==> config.mk <==
export PLATFORM = sky130hd
export DESIGN_NAME = secuenciador_ventana_filtro
export DESIGN_NICKNAME = d
export VERILOG_FILES = /design/src/rtl/pkg_filtros.sv /design/src/rtl/secuenciador_ventana_filtro_contador.sv /design/src/rtl/secuenciador_ventana_filtro.sv
export SDC_FILE = /design/constraint.sdc
export NUM_CORES = 1
export LEC_CHECK = 0
export ABC_CLOCK_PERIOD_IN_PS = 4900
export BUFFER_PORTS_ARGS = -buffer_cell sky130_fd_sc_hd__buf_2
export CAP_MARGIN = 20
export CORE_UTILIZATION = 45
export DETAILED_ROUTE_END_ITERATION = 8
export PLACE_DENSITY = 0.74
export SYNTH_ARGS = -nofsm -noshare
export SYNTH_HDL_FRONTEND = slang
export SYNTH_HIERARCHICAL = 1
export SYNTH_SLANG_ARGS = --single-unit
==> constraint.sdc <==
create_clock -name clk -period 4.9 [get_ports clk]
set_clock_uncertainty 0.2 [all_clocks]
set_input_delay 0.98 -clock clk [delete_from_list [all_inputs] [get_ports clk]]
set_output_delay 0.98 -clock clk [all_outputs]
set_load 0.03 [all_outputs]
==> src/rtl/pkg_filtros.sv <==
// Shared definitions for the sliding-window filter scheduler:
// FSM state encodings and counter width helpers.
package pkg_filtros;

    localparam logic [1:0] E_REPOSO  = 2'd0;
    localparam logic [1:0] E_LLENADO = 2'd1;
    localparam logic [1:0] E_PROCESO = 2'd2;
    localparam logic [1:0] E_FIN     = 2'd3;

    // Never returns 0 so a degenerate size still yields a legal vector.
    function automatic int ancho_de(input int n);
        return (n > 1) ? $clog2(n) : 1;
    endfunction

    localparam int ANCHO_COL  = ancho_de(640);
    localparam int ANCHO_FILA = ancho_de(480);

endpackage

==> src/rtl/secuenciador_ventana_filtro_contador.sv <==
// Modulo-N counter with synchronous clear and a combinational
// wrap pulse that fires on the enabled cycle leaving MODULO-1.
module contador_modular #(
    parameter int MODULO = 8,
    parameter int ANCHO  = 3
) (
    input  logic             clk,
    input  logic             reset,
    input  logic             borrar_i,
    input  logic             habilitar_i,
    output logic [ANCHO-1:0] cuenta_o,
    output logic             envuelve_o
);

    localparam logic [ANCHO-1:0] ULTIMO = ANCHO'(MODULO - 1);

    logic [ANCHO-1:0] cuenta_q, cuenta_d;

    assign cuenta_o   = cuenta_q;
    assign envuelve_o = habilitar_i & (cuenta_q == ULTIMO);

    always_comb begin
        cuenta_d = cuenta_q;
        if (borrar_i)
            cuenta_d = '0;
        else if (habilitar_i)
            cuenta_d = envuelve_o ? '0 : cuenta_q + 1'b1;
    end

    always_ff @(posedge clk) begin
        if (reset) cuenta_q <= '0;
        else       cuenta_q <= cuenta_d;
    end

endmodule

==> src/rtl/secuenciador_ventana_filtro.sv <==
// KxK sliding-window scheduler: fill phase, processing phase, end of frame.
// Optional stall-cycle counter output under SECUENCIADOR_CICLOS_ESPERA_EN.
module secuenciador_ventana_filtro
    import pkg_filtros::*;
#(
    parameter int ANCHO_IMG = 640,
    parameter int ALTO_IMG  = 480,
    parameter int K         = 3
) (
    input  logic                           clk,
    input  logic                           reset,
    input  logic                           iniciar,
    input  logic                           pixel_valido,
    output logic                           pixel_listo,
    output logic                           escribir_pixel,
    output logic [ancho_de(ANCHO_IMG)-1:0] columna,
    output logic [ancho_de(ALTO_IMG)-1:0]  fila,
    output logic                           rotar_filas,
    output logic                           ventana_valida,
    input  logic                           ventana_lista,
    output logic                           ocupado,
`ifdef SECUENCIADOR_CICLOS_ESPERA_EN
    output logic [15:0]                    ciclos_espera,
`endif
    output logic                           frame_terminado
);

    localparam int AC = ancho_de(ANCHO_IMG);
    localparam int AF = ancho_de(ALTO_IMG);

    logic [1:0] estado_q, estado_d;
    logic       rotar_q, ventana_q, ventana_d;
    logic       acepta, arranca, fin_linea, fin_frame;
    logic       fin_llenado, califica, consumida;

    assign acepta      = pixel_valido & pixel_listo;
    assign arranca     = (estado_q == E_REPOSO) & iniciar;
    assign consumida   = ventana_q & ventana_lista;
    assign fin_llenado = fin_linea & (fila == AF'(K - 2));
    assign califica    = acepta & (estado_q == E_PROCESO)
                       & (columna >= AC'(K - 1));

    contador_modular #(.MODULO(ANCHO_IMG), .ANCHO(AC)) u_col (
        .clk        (clk),
        .reset      (reset),
        .borrar_i   (arranca),
        .habilitar_i(acepta),
        .cuenta_o   (columna),
        .envuelve_o (fin_linea)
    );

    contador_modular #(.MODULO(ALTO_IMG), .ANCHO(AF)) u_fila (
        .clk        (clk),
        .reset      (reset),
        .borrar_i   (arranca),
        .habilitar_i(fin_linea),
        .cuenta_o   (fila),
        .envuelve_o (fin_frame)
    );

    always_ff @(posedge clk) begin
        if (reset) begin
            estado_q  <= E_REPOSO;
            rotar_q   <= 1'b0;
            ventana_q <= 1'b0;
        end else begin
            estado_q  <= estado_d;
            rotar_q   <= fin_linea;
            ventana_q <= ventana_d;
        end
    end

    // A new qualifying pixel wins over a same-cycle consumption.
    always_comb begin
        ventana_d = ventana_q;
        if (califica)
            ventana_d = 1'b1;
        else if (consumida)
            ventana_d = 1'b0;
    end

    always_comb begin
        estado_d = estado_q;
        unique case (estado_q)
            E_REPOSO:  if (iniciar)     estado_d = E_LLENADO;
            E_LLENADO: if (fin_llenado) estado_d = E_PROCESO;
            E_PROCESO: if (fin_frame)   estado_d = E_FIN;
            E_FIN:     if (!ventana_q || ventana_lista)
                           estado_d = E_REPOSO;
            default:   estado_d = E_REPOSO;
        endcase
    end

    always_comb begin
        pixel_listo     = 1'b0;
        frame_terminado = 1'b0;
        ocupado         = 1'b1;
        unique case (estado_q)
            E_REPOSO:  ocupado = 1'b0;
            E_LLENADO: pixel_listo = 1'b1;
            E_PROCESO: pixel_listo = ~(ventana_q & ~ventana_lista);
            E_FIN:     frame_terminado = ~ventana_q | ventana_lista;
            default:   ocupado = 1'b0;
        endcase
    end

    assign escribir_pixel = acepta;
    assign rotar_filas    = rotar_q;
    assign ventana_valida = ventana_q;

`ifdef SECUENCIADOR_CICLOS_ESPERA_EN
    logic [15:0] espera_q, espera_d;

    always_comb begin
        espera_d = espera_q;
        if (arranca)
            espera_d = '0;
        else if (ventana_q && !ventana_lista && espera_q != 16'hFFFF)
            espera_d = espera_q + 16'd1;
    end

    always_ff @(posedge clk) begin
        if (reset) espera_q <= '0;
        else       espera_q <= espera_d;
    end

    assign ciclos_espera = espera_q;
`endif

endmodule
### After elaboration in Yosys (flattened, before gate mapping)

Index checks and enable logic that the tools add are counted.

| word-level totals | value |
|---|---|
| register bits after elaboration | 23 |
| input bits | 5 |
| output and inout bits | 25 |
| logic and storage cells | 49 |

| cells by class | value |
|---|---|
| $add $sub $neg | 2 |
| magnitude comparators | 1 |
| equality and inequality tests | 10 |
| mux-type cells | 12 |
| bitwise logic cells | 13 |
| reductions and logical operators | 6 |

Operators with widths:

| cell | count |
|---|---|
| $add A10 B1 Y10 const B | 1 |
| $eq A10 B10 Y1 const B | 1 |
| $ge A10 B2 Y1 const B | 1 |
| $mux W10 | 1 |
| $add A9 B1 Y9 const B | 1 |
| $and A1 B1 Y1 | 9 |
| $eq A9 B1 Y1 const B | 1 |
| $eq A9 B9 Y1 const B | 1 |
| $mux W9 | 1 |
| $mux W2 | 4 |
| $pmux W2 S4 | 1 |
| $ne A2 B2 Y1 const B | 3 |
| $eq A2 B2 Y1 const B | 2 |
| $mux W1 | 4 |
| $reduce_and A4 Y1 | 1 |
| $not A1 Y1 | 3 |
| $eq A2 B1 Y1 const B | 1 |
| $logic_not A2 Y1 | 1 |
| $ne A2 B1 Y1 const B | 1 |
| $pmux W1 S2 | 1 |
| $reduce_bool A2 Y1 | 1 |
| $reduce_or A2 Y1 | 1 |
| $logic_not A1 Y1 | 1 |
| $logic_or A1 B1 Y1 | 1 |
| $or A1 B1 Y1 | 1 |

### Depth between registers and ports, before layout

| depth | value |
|---|---|
| depth in word-level cells | 9 |
| gate-level depth with buffers | 13 |
| mapped depth without buffers | 13 |

### By module

Netlist, hierarchy kept.

By module, submodules not included:

| module | instances | cells an instance | area each (um2) | seq. area each (um2) |
|---|---|---|---|---|
| contador_modular (u_col) | 1 | 50 | 454.2 | 200.2 |
| contador_modular (u_fila) | 1 | 46 | 406.6 | 180.2 |
| secuenciador_ventana_filtro | 1 | 41 | 335.3 | 80.1 |

### Least setup slack after synthesis

No wires, ideal clock.

| timing path | value |
|---|---|
| path kind | input to register |
| start point | input port ventana_lista |
| end point | register estado_q[0] |
| library setup time | 101 ps |
| data arrival time | 3087 ps |
| data required time | 4599 ps |
| path slack | 1512 ps |
| stages | 10 |
| path buffers | 0 |
| cells stage by stage | nor2b_1 o21ai_1 and3_1 nand4_2 nand3b_1 inv_1 nand3_2 nor3_1 o221ai_1 o41ai_1 |

| between the ends | value |
|---|---|
| word-level cells in the longest chain between the ends | 9 |
| elaborated cells between the ends (all ways) | 13 |
| classes of those cells | eq/ne (3); mux (1); bitwise (7); reduce/logical (2) |

Ends and longest elaborated chain:

| what | RTL line | text |
|---|---|---|
| start, declared | secuenciador_ventana_filtro.sv:20 | `input logic ventana_lista,` |
| $not A1 Y1 | secuenciador_ventana_filtro.sv:101 | `E_PROCESO: pixel_listo = ~(ventana_q & ~ventana_lista);` |
| $and A1 B1 Y1 | secuenciador_ventana_filtro.sv:101 |  |
| $not A1 Y1 | secuenciador_ventana_filtro.sv:101 |  |
| $pmux W1 S2 | secuenciador_ventana_filtro.sv:98 | `unique case (estado_q)` |
| $and A1 B1 Y1 | secuenciador_ventana_filtro.sv:36 | `assign acepta = pixel_valido & pixel_listo;` |
| net escribir_pixel | secuenciador_ventana_filtro.sv:15 | `output logic escribir_pixel,` |
| $and A1 B1 Y1 | secuenciador_ventana_filtro_contador.sv:20 | `assign envuelve_o = habilitar_i & (cuenta_q == ULTIMO);` |
| net fin_linea | secuenciador_ventana_filtro.sv:33 | `logic acepta, arranca, fin_linea, fin_frame;` |
| $and A1 B1 Y1 | secuenciador_ventana_filtro_contador.sv:20 |  |
| net fin_frame | secuenciador_ventana_filtro.sv:33 |  |
| $ne A2 B1 Y1 (no source line) | n/a |  |
| $reduce_and A4 Y1 (no source line) | n/a |  |
| end signal, assigned | secuenciador_ventana_filtro.sv:67 | `estado_q <= estado_d;` |
| end, declared | secuenciador_ventana_filtro.sv:31 | `logic [1:0] estado_q, estado_d;` |

The timed path passes the listed nets, and every way through them passes these cells.
A chain may end at the register's enable or synchronous reset.

### Final worst setup path

| timing path | value |
|---|---|
| start point | input port ventana_lista |
| end point | register estado_q[0] |

| between the ends | value |
|---|---|
| word-level cells in the longest chain between the ends | 9 |
| elaborated cells between the ends (all ways) | 13 |
| classes of those cells | eq/ne (3); mux (1); bitwise (7); reduce/logical (2) |

Ends and longest elaborated chain:

| what | RTL line |
|---|---|
| $not A1 Y1 | secuenciador_ventana_filtro.sv:101 |
| $and A1 B1 Y1 | secuenciador_ventana_filtro.sv:101 |
| $not A1 Y1 | secuenciador_ventana_filtro.sv:101 |
| $pmux W1 S2 | secuenciador_ventana_filtro.sv:98 |
| $and A1 B1 Y1 | secuenciador_ventana_filtro.sv:36 |
| $and A1 B1 Y1 | secuenciador_ventana_filtro_contador.sv:20 |
| net fin_linea | secuenciador_ventana_filtro.sv:33 |
| $and A1 B1 Y1 | secuenciador_ventana_filtro_contador.sv:20 |
| net fin_frame | secuenciador_ventana_filtro.sv:33 |
| $ne A2 B1 Y1 (no source line) | n/a |
| $reduce_and A4 Y1 (no source line) | n/a |

The timed path passes the listed nets, and every way through them passes these cells.

==> key figures <==
Setup path
  – Crit path max-delay cell type: o41ai_1
  – CP Class: input pin to register
  – Reg2Reg Launch Point: estado_q[0]$_SDFFE_PP0P_
  – Crit-path cells: buf_2 -> nor2b_1 -> o21ai_1 -> and3_1 -> nand4_2 -> nand3b_1 -> inv_1 -> nand3_2 -> nor3_1 -> o221ai_1 -> o41ai_1
  – Worst Path Arrival: 3.32 ns
  – CP max FO: 9
  – Critical Path RT: 4.92 ns
  – CP max stage delay: 0.35 ns
  – CP startpoint: ventana_lista
  – CP endpoint kind: register
  – Startpoint type of the worst setup path: input pin

Clocking
  – Worst-path clk slew: 0.12 ns
  – Clock H-tree levels: 1
  – Post-CTS Setup Bufs: 0
  – Total clock sinks: 23
  – CTS resizes: 0
  – Cts hold-fix bufs: 0
  – CTS buffer count: 3
  – CTS tree: yes
  – Clock Latency Late Sink: 0.30 ns
  – CTS root buffer: clkbuf_4
  – CTS max path bufs: 2

Yosys
  – Register area share after synthesis: 38.5%
  – Synth Flop Type: dfxtp_1
  – Area contributors post-synth: dfxtp_1, ha_1, xor2_1
  – Post-synth top cells: dfxtp_1, nor2_1, inv_1, xor2_1
  – Yosys warns: 6
  – Mapped Cells: 137
  – Top-count cell post-synth: dfxtp_1
  – Post-synth top area share: 38.5%
  – Mapped Avg Cell Area: 8.73 sq um
  – Leading area contributor after synthesis: dfxtp_1
  – Post-Syn Nets: 149
  – Library cells used by synthesis: 37
  – Post-synth EDFFs: 0
  – Async S/R FF share, synth: 0%
  – Seq cells post-synth: 23
  – Mapped cell area: 0.00120 sq mm

STA
  – Slew HR: 57.7%
  – Fin. max-slew vios: 0
  – Worst hold margin: 0.343 ns
  – Setup tns final: 0 ns
  – Crit share post-route: 67.4%
  – Least-Margin Pin Slew: 0.630 ns
  – Setup violators final: 0
  – Final Hold Vio Count: 0
  – FMAX: 0.303 GHz
  – Setup WS post-layout: 1.60 ns
  – Tmin final: 3.30 ns
  – RSZ-0062 raised after global routing: no

Die
  – Die Y: 53.6 um
  – Die width: 53.6 um
  – Starting Density: 47.8%
  – # rows: 18
  – Core area: 0.00250 sq mm
  – Die area: 0.00287 sq mm
  – IO Count: 30

Detailed routing
  – ANT nets after route: 0
  – Post-Route WL: 2530 um
  – Vias: 1,116
  – Avg WL per Cell: 12.7 um
  – DRC Markers: 0
  – DR iter-0 viols: 28
  – Vias per cell: 5.61
  – Drt pass-1 iters: 4

Global routing
  – Initial antenna violation count: 0
  – Largest net degree at the start of global routing: 14
  – GR Util All Layers: 19.2%
  – GR Overflow Total: 0
  – Number of global-route vias before repair: 907
  – First-pass GRT wire length: 4030 um

Final layout
  – Fin nets: 182
  – # fillers: 244
  – Share of cells above drive strength 1: 23.1%
  – Area Overhead vs Synth: 17.3%
  – Util after Layout: 56.1%
  – Antenna diodes: 0

Placement
  – I/O Buffers: 29
  – Detailed Place HPWL: 1930 um
  – RePlAce Congestion: 0.902
  – Pre-CTS WS: 1.33 ns

Run status
  – Status: completed

Power and ir drop
  – Total Power: 422 uW
  – Pleak: 0.613 nW
  – Max VDD drop: 0.000214 V
  – P per Cell Area: 301 mW/mm^2

Hold path
  – Hold WC Path Type: register to register
  – Hold_sp: u_col/cuenta_o[1]$_SDFFE_PP0P_

Flow run
  – Max-cap viol count: 0
## cells by family after synthesis
| group | after synthesis | synth area share (%) |
|---|---|---|
| buf+inv | 9 | 2.82 |
| fa+ha+maj | 7 | 7.32 |
| xor+xnor | 10 | 7.32 |
| compound gates | 23 | 11.7 |
| simple gates | 65 | 32.3 |
| flops | 23 | 38.5 |
## worst paths after layout
path / end / slack, ns / cells after the start
worst max register to register: estado_q[0]$_SDFFE_PP0P_ / 1.66 / 12
worst min register to register: u_col/cuenta_o[1]$_SDFFE_PP0P_ / 0.34 / 2
worst max-delay path: estado_q[0]$_SDFFE_PP0P_ / 1.60 / 11
worst min-delay path: u_col/cuenta_o[1]$_SDFFE_PP0P_ / 0.34 / 2
## where the power goes
part	leakage (nW)	switching [mW]	internal (mW)
Clock	0.0177	0.0556	0.0304
Sequential	0.186	0.00701	0.195
Combinational	0.410	0.0904	0.0437
Total	0.613	0.153	0.269
## stage by stage
| step | instances | area (sq um) |
|---|---|---|
| final | 199 | 1400 |
| after global routing | 199 | 1400 |
| after floorplan | 137 | 1200 |
| after CTS | 199 | 1400 |
| after global placement | 195 | 1380 |
| after detailed placement | 195 | 1380 |
## layout by cell type (no fill, tap or decap), types with 2 or more instances in the layout
cell,netlist,final
buf_2,0,29
dfxtp_1,23,23
nor2_1,15,15
inv_1,8,8
xor2_1,8,8
o21ai_0,7,7
nand3_1,7,7
ha_1,7,7
a21oi_1,6,6
nand2_1,5,5
nand4_1,5,5
nor3_1,4,4
nand2b_1,4,4
nor2b_1,3,3
nand3b_1,3,3
clkbuf_4,0,3
or3_1,3,3
and2_1,2,2
and3_1,2,2
nor4b_2,2,2
o41ai_1,2,2
and4_1,2,2
xnor2_1,2,2
o31ai_1,2,2
## layout make-up
| class | count | area, sq um | area share, % |
|---|---|---|---|
| clock buffers | 3 | 22.5 | 1.61 |
| repair buffers | 29 | 145 | 10.3 |
| flip-flops and latches | 23 | 460 | 32.8 |
| well taps | 30 | 37.5 | 2.68 |
| clock inverters | 1 | 5.00 | 0.357 |
| inverters | 8 | 30.0 | 2.14 |
| multi-input cells | 105 | 702 | 50.0 |
## critical path: cells and delay by family
family	cells	cell delay [ns]
and+or+nand+nor	6	1.29
buffers and inverters	2	0.33
AOI/OAI and AO/OA	3	0.70
## per-layer routing
metal  track usage (%)  routed length (um)  up-vias
met2              30.4                1160       35
li1                  -                   -      560
met1              26.3                1230      521
met3              3.39                 141        0
met5                 0                   0        -
met4              6.14                   0        0
## sequential cells by signal, summed over array words and instances (netlist names)
name,flops
rotar_filas,1
u_fila/cuenta_o,9
ventana_valida,1
u_col/cuenta_o,10
estado_q,2
Power figures use the tool's default switching activity.
